## config.mk

```make
export PLATFORM = sky130hd
export DESIGN_NAME = nand_logic_pipe
export DESIGN_NICKNAME = d
export VERILOG_FILES = /design/src/rtl/nand_logic_pipe_pkg.sv /design/src/rtl/nand_logic_pipe_stage.sv /design/src/rtl/nand_logic_pipe.sv
export SDC_FILE = /design/constraint.sdc
export NUM_CORES = 1
export LEC_CHECK = 0
export CORE_UTILIZATION = 47
export CTS_BUF_LIST = sky130_fd_sc_hd__clkbuf_4 sky130_fd_sc_hd__clkbuf_8
export DETAILED_ROUTE_END_ITERATION = 10
export GPL_ROUTABILITY_DRIVEN = 1
export PLACE_DENSITY = 0.78
export SYNTH_ARGS = -nofsm -noshare
export SYNTH_HDL_FRONTEND = slang
export SYNTH_HIERARCHICAL = 1
export SYNTH_SLANG_ARGS = --single-unit
```

## constraint.sdc

```tcl
create_clock -name CLK -period 1.5 [get_ports CLK]
set_clock_uncertainty 0.05 [all_clocks]
set_input_delay 0.225 -clock CLK [delete_from_list [all_inputs] [get_ports CLK]]
set_output_delay 0.225 -clock CLK [all_outputs]
set_load 0.02 [all_outputs]
```

## src/rtl/nand_logic_pipe_pkg.sv

```systemverilog
// Shared types and helpers for the pipelined bitwise logic unit.
// The op encoding lives here so that producers and the unit agree on it.
package nand_logic_pipe_pkg;

    // Op select encoding; NAND is op 0 so an all-zero OP behaves like the old gate
    typedef enum logic [2:0] {
        OP_NAND  = 3'd0,
        OP_AND   = 3'd1,
        OP_OR    = 3'd2,
        OP_NOR   = 3'd3,
        OP_XOR   = 3'd4,
        OP_XNOR  = 3'd5,
        OP_NOTA  = 3'd6,
        OP_PASSA = 3'd7
    } op_t;

    localparam int OP_W = 3;

    // One-bit evaluation of the selected op; the top applies it per bit lane.
    // B is ignored for OP_NOTA and OP_PASSA.
    function automatic logic logic_eval(input logic a, input logic b, input op_t op);
        logic result;
        case (op)
            OP_NAND:  result = ~(a & b);
            OP_AND:   result = a & b;
            OP_OR:    result = a | b;
            OP_NOR:   result = ~(a | b);
            OP_XOR:   result = a ^ b;
            OP_XNOR:  result = ~(a ^ b);
            OP_NOTA:  result = ~a;
            OP_PASSA: result = a;
            default:  result = ~(a & b);
        endcase
        return result;
    endfunction

endpackage

```

## src/rtl/nand_logic_pipe_stage.sv

```systemverilog
// One valid/ready register stage of the logic pipe.
// The stage's ready is computed by the top from the downstream valids, so the
// stage itself only needs to know whether it may load this cycle.
module nlp_stage #(
    parameter int PAY_W = 10
) (
    input  logic             clk,
    input  logic             rst,
    input  logic             ready,
    input  logic             up_valid,
    input  logic [PAY_W-1:0] up_pay,
    output logic             valid,
    output logic [PAY_W-1:0] pay
);

    // Load upstream valid and payload when ready, otherwise hold; reset clears both
    always_ff @(posedge clk or posedge rst) begin
        if (rst) begin
            valid <= 1'b0;
            pay   <= '0;
        end else if (ready) begin
            valid <= up_valid;
            pay   <= up_pay;
        end
    end

endmodule

```

## src/rtl/nand_logic_pipe.sv

```systemverilog
// Pipelined WIDTH-bit bitwise logic unit with valid/ready flow control,
// zero/all-ones result flags and a wrapping count of delivered results.
// Optional feature: define NLP_PARITY_EN to add the Y_PARITY output (^Y),
// which is computed up front and travels down the pipe with the flags.
module nand_logic_pipe
    import nand_logic_pipe_pkg::*;
#(
    parameter int WIDTH   = 8,
    parameter int STAGES  = 2,
    parameter int COUNT_W = 16
) (
    input  logic               CLK,
    input  logic               RST,
    input  logic [WIDTH-1:0]   A,
    input  logic [WIDTH-1:0]   B,
    input  logic [OP_W-1:0]    OP,
    input  logic               IN_VALID,
    output logic               IN_READY,
    output logic [WIDTH-1:0]   Y,
    output logic               Y_ZERO,
    output logic               Y_ONES,
    output logic               Y_VALID,
    input  logic               Y_READY,
`ifdef NLP_PARITY_EN
    output logic               Y_PARITY,
`endif
    output logic [COUNT_W-1:0] OUT_COUNT
);

`ifdef NLP_PARITY_EN
    localparam int FLAG_W = 3;
`else
    localparam int FLAG_W = 2;
`endif
    localparam int PAY_W = WIDTH + FLAG_W;

    // Payload layout, LSB first: result, zero flag, ones flag, then parity if present
    localparam int ZERO_BIT = WIDTH;
    localparam int ONES_BIT = WIDTH + 1;

    logic [WIDTH-1:0]  y_new;
    logic [PAY_W-1:0]  pay_new;
    logic [STAGES-1:0] vld;
    logic [PAY_W-1:0]  pay [STAGES];
    logic [STAGES:0]   rdy;
    logic [PAY_W-1:0]  pay_last;

    // Evaluate the selected op lane by lane on the incoming operands
    always_comb begin
        y_new = '0;
        for (int i = 0; i < WIDTH; i++) begin
            y_new[i] = logic_eval(A[i], B[i], op_t'(OP));
        end
    end

`ifdef NLP_PARITY_EN
    assign pay_new = {^y_new, &y_new, ~|y_new, y_new};
`else
    assign pay_new = {&y_new, ~|y_new, y_new};
`endif

    // A stage may load when it is empty or everything below it can move; this is
    // written from the valids so ready never depends on IN_VALID
    always_comb begin
        rdy         = '0;
        rdy[STAGES] = Y_READY;
        for (int i = STAGES - 1; i >= 0; i--) begin
            rdy[i] = ~vld[i] | rdy[i+1];
        end
    end

    assign IN_READY = rdy[0];

    for (genvar i = 0; i < STAGES; i++) begin : g_stage
        logic             up_v;
        logic [PAY_W-1:0] up_p;

        if (i == 0) begin : g_first
            assign up_v = IN_VALID;
            assign up_p = pay_new;
        end else begin : g_next
            assign up_v = vld[i-1];
            assign up_p = pay[i-1];
        end

        nlp_stage #(
            .PAY_W(PAY_W)
        ) u_stage (
            .clk     (CLK),
            .rst     (RST),
            .ready   (rdy[i]),
            .up_valid(up_v),
            .up_pay  (up_p),
            .valid   (vld[i]),
            .pay     (pay[i])
        );
    end

    assign pay_last = pay[STAGES-1];
    assign Y_VALID  = vld[STAGES-1];
    assign Y        = pay_last[WIDTH-1:0];
    assign Y_ZERO   = Y_VALID & pay_last[ZERO_BIT];
    assign Y_ONES   = Y_VALID & pay_last[ONES_BIT];
`ifdef NLP_PARITY_EN
    assign Y_PARITY = Y_VALID & pay_last[ONES_BIT+1];
`endif

    // Count every output handshake; wraps naturally at 2^COUNT_W
    always_ff @(posedge CLK or posedge RST) begin
        if (RST) begin
            OUT_COUNT <= '0;
        end else if (Y_VALID && Y_READY) begin
            OUT_COUNT <= OUT_COUNT + COUNT_W'(1);
        end
    end

endmodule

```

# After elaboration in Yosys (flattened, before gate mapping)
# Cells that the tools add are included.
# totals
reg_bits	38
mem_bits_rw	0
output_inout_bits	28
mem_bits_ro	0
latchBits	0
word_cells	88
in_bits	23
memories	0
# classes
eq_ne	7
div	0
n_mux	8
n_addsub	1
n_reduce_logical	5
n_mul	0
n_lt_le_gt_ge	0
bitwise_logic	62
shift	0
# op_table
cell	count
$pmux W1 S8	8
$not A1 Y1	34
$add A16 B1 Y16 const B	1
$eq A3 B3 Y1 const B	4
$and A1 B1 Y1	10
$or A1 B1 Y1	10
$reduce_and A8 Y1	1
$reduce_or A8 Y1	1
$xor A1 B1 Y1	8
$eq A3 B2 Y1 const B	2
$eq A3 B1 Y1 const B	1
$logic_not A3 Y1	1
$logic_and A1 B1 Y1	1
$logic_not A1 Y1	1

# Logic depth before layout (Yosys ltp)
# logic_depth
word_depth	5
depth_mapped	8
ltp_nobuf	8

# Modules after synthesis
# The synthesis kept the hierarchy.
# modules_own_cells
module	seq_area_each_um2	n_inst	area_per_inst_um2	cells_each
nand_logic_pipe	400.4	1	1413.9	140
nlp_stage	275.3	2	451.7	24

# Worst setup path before layout
# OpenSTA, ideal clock, no wires.
# synth_timing
path_kind	in2reg
start	in A[7]
end	reg g_stage[0].u_stage.pay[9]
arrival_time_ns	1.957
t_required_ns	1.325
path_slack_ns	-0.632
stages	8
n_path_buf	0
setup_time_ns	0.125
path_cell_list	inv_1 ha_1 inv_1 mux4_1 and4_2 and4_1 o211a_1 mux2_4
# synth_between
elab_chain_len	4
elab_cells_between_ends	9
cone_classes	1 x mux; 7 x bitwise; 1 x reduce/logical
# synth_lines
element	line	rtl
from (decl)	nand_logic_pipe.sv:14	input logic [WIDTH-1:0] A,
$xor A1 B1 Y1 (tied with other cells)	nand_logic_pipe_pkg.sv:28, nand_logic_pipe_pkg.sv:29	
$not A1 Y1, on equally long branches	-	
$pmux W1 S8 *	nand_logic_pipe_pkg.sv:23	case (op)
$reduce_and A8 Y1 *	nand_logic_pipe.sv:59	assign pay_new = {&y_new, ~|y_new, y_new};
named net g_stage[0].up_p[9]	nand_logic_pipe.sv:76	logic [PAY_W-1:0] up_p;
to (signal assigned)	nand_logic_pipe_stage.sv:23	pay <= up_pay;
to (decl)	nand_logic_pipe_stage.sv:13	output logic [PAY_W-1:0] pay
# The timed path passes the listed nets; every way through them passes the cells marked *.
# A chain may end at the register's enable or synchronous reset.

# Worst setup path after layout
# layout_timing
start	in A[5]
end	reg g_stage[0].u_stage.pay[9]
# The elaborated chain is that of the path after synthesis.

==> results.yml <==
clock_tree:
  holdBufCountCts: 0
  insertion_delay_ps: 280
  ctsRootBufferMaster: "clkbuf_8"
  clkTransAtPathRegs_ps: 70
  cts_num_sinks: 38
  htree_levels: 2
  cts_inserted_buffers: 5
  tritoncts: "built"
  clockBufferDepth: 2
worst_setup_path:
  cp-end-kind: "flip-flop"
  critical_path_class: "in -> reg"
  crit_path_max_fanout: 3
  path_cells: "buf_8 -> inv_8 -> ha_4 -> inv_2 -> mux4_2 -> and4_4 -> and4_1 -> o211a_1 -> mux2_4"
  arrival_ps: 1900
  cpPeakStageDelay_ps: 500
  cp_slowest_cell: "mux4_2"
  required_ps: 1620
  worst_setup_path_start_kind: "input port"
layout:
  layout_common_cells: "35 x dfrtp_1, 26 x dlygate4sd2_1, 23 x buf_4"
  fin_nets: 311
  fill_cells: 331
  area_growth_pct: 51.8
  diodes: 0
  drive_gt1_share_pct: 50.6
  final_common_cell: "dfrtp_1"
  stdcell_area_sq_um: 3520
detailed_routing:
  drt-initial-drc-count: 38
  detail-route-antenna-nets: 0
  viasPerCell: 4.92
  dr_total_vias: 1664
  drt_first_pass_iters: 4
  finalWirelength_um: 4640
  drc: 0
  wl_per_cell_um: 13.7
grt:
  grt_max_degree: 17
  grt_pass1_vias: 1659
  antenna_found_initial: 0
  groute.usage.overall_pct: 19.6
  grt_pass1_wl_um: 7840
  grt_remaining_overflow: 0
synthesis:
  muxShareOfSynthArea_pct: 22.6
  synth_compound_area_share_pct: 2.21
  synth_nets: 228
  syn_area_sq_um: 2320
  yosys.area_share.xor_xnor_pct: 8.32
  synthFlopType: "dfrtp_1"
  ys_ff_latch: 38
  async_flop_share_pct: 100
  synth_top_family_by_area: "multiplexers"
  avgSynthCellArea_sq_um: 12.3
  ys_seq_area_share_pct: 41.0
  synthSimpleGateAreaFrac_pct: 9.99
  synthAdderAreaFrac_pct: 9.18
  synth.distinct_cells: 35
  synth_cells: 188
  synth_edf_count: 0
  yosysWarnings: 6
sta:
  finalSetupViolations: 8
  finalCriticalPeriod_ps: 1790
  timing.final.ws_setup_ps: -290
  worst_pin_slew_ps: 437
  hold_ws_ps: 236
  max_freq_ghz: 0.559
  rsz0062_at_grt: "yes"
  post-route-period-util_pct: 119
  finalHoldViolations: 0
  drv_slew: 0
  maxSlewHeadroom_pct: 70.8
place:
  place_hpwl_um: 3330
  pre_cts_slack_ps: -1130
  io_buffers: 50
  placed_area_sq_um: 3220
  gpl.final_weighted_congestion: 0.790
run:
  drv_cap: 0
floorplanning:
  core_area_sq_um: 4720
  fp.dieH_um: 72.2
  io_pins: 51
  chipWidth_um: 72.2
  initial_utilization_pct: 49.1
  num_rows: 25
  die_area_sq_um: 5220
outcome:
  violations: "setup timing"
  run_status: "finished with violations"
power:
  power_density_nw_per_um2: 993
  leakagePower_nw: 1.72
  ir_worst_vdd_mv: 0.466
hold_path:
  hp-class: "in -> async"
-- synthesized netlist by cell type (all sizes together), types with 2 or more instances --
| library cell | number | share of area (%) |
|---|---|---|
| nor2 | 9 | 1.5 |
| mux2 | 23 | 14 |
| dfrtp | 38 | 41 |
| ha | 17 | 9.2 |
| nand2b | 2 | 0.54 |
| buf | 4 | 1.8 |
| xnor2 | 17 | 6.4 |
| and2 | 3 | 0.81 |
| and4 | 2 | 0.81 |
| nand2 | 7 | 1.1 |
| nand4 | 4 | 1.1 |
| nand3 | 6 | 1.3 |
| inv | 28 | 4.5 |
| xor2 | 5 | 1.9 |
| mux4 | 7 | 7.8 |
-- cell families after synthesis --
logic type      count (synthesis)
buf+inv                        33
compound gates                  6
flops                          38
xor+xnor                       22
fa+ha+maj                      17
simple gates                   41
mux                            31
-- metal layers --
layer / GRT usage, % / wire [um] / share of wire (%)
met3: 3.06 / 128 / 2.8
met5: 0 / 0 / 0
met2: 32.4 / 2450 / 53
met4: 8.06 / 42 / 0.91
met1: 25.6 / 2010 / 43
-- critical path: cells and delay by family --
| family | cells | cell delay, ps |
|---|---|---|
| multiplexers | 2 | 750 |
| buffers and inverters | 3 | 140 |
| AND/OR/NAND/NOR | 2 | 340 |
| adder cells (fa/ha/maj) | 1 | 250 |
| AO/OA/AOI/OAI | 1 | 200 |
-- cell type report --
cell class | count | area (sq um) | share of cell area, %
multi-input cells | 117 | 1400 | 39.7
flip-flops and latches | 38 | 955 | 27.1
repair buffers | 81 | 785 | 22.3
inverters | 28 | 185 | 5.27
well taps | 67 | 83.8 | 2.38
clock buffers | 6 | 82.6 | 2.35
clock inverters | 1 | 30.0 | 0.854
-- power by group --
group / switching (mW) / total [mW] / internal, mW / leakage [nW]
sequential: 0.171 / 1.39 / 1.22 / 0.471
combinational: 0.563 / 1.24 / 0.681 / 1.19
clock: 0.329 / 0.860 / 0.532 / 0.0573
-- worst paths after layout --
check                                   start  cells past startpoint                         to  slack [ps]
worst max register to register   OUT_COUNT[1]                      6              OUT_COUNT[14]          40
worst max-delay path                     A[5]                      9  g_stage[0].u_stage/pay[9]        -290
min in group CLK                OUT_COUNT[15]                      1              OUT_COUNT[15]         440
worst min register to register  OUT_COUNT[15]                      1              OUT_COUNT[15]         440
worst min-delay path                      RST                      2  g_stage[1].u_stage/pay[6]         240
max in group asynchronous                 RST                      2   g_stage[1].u_stage/valid         850
-- flip-flops by register name, summed over array words and instances, names as in the netlist --
name,count
g_stage.u_stage/valid,2
g_stage.u_stage/pay,20
OUT_COUNT,16
-- per-stage QoR --
| stage | power [mW] | utilization, % | instances | setup TNS [ps] |
|---|---|---|---|---|
| 3_5_place_dp | 2.62 | 68.2 | 327 | -11260 |
| 4_1_cts | 3.43 | 72.0 | 336 | -594 |
| 6_report | 3.49 | 74.5 | 338 | -620 |
| 3_3_place_gp | 2.58 | 68.2 | 327 | -10820 |
| 5_1_grt | 3.68 | 74.5 | 338 | -1010 |
| 2_1_floorplan | 2.05 | - | 188 | -1110 |
-- repair_timing --
item / CTS / global route
resized for setup: 150 / 26
pin swaps: 9 / 10
endpoints found under the setup margin: 39 / 17
buffers inserted: 3 / 3
Note: power is estimated with default switching activity, not from simulation.
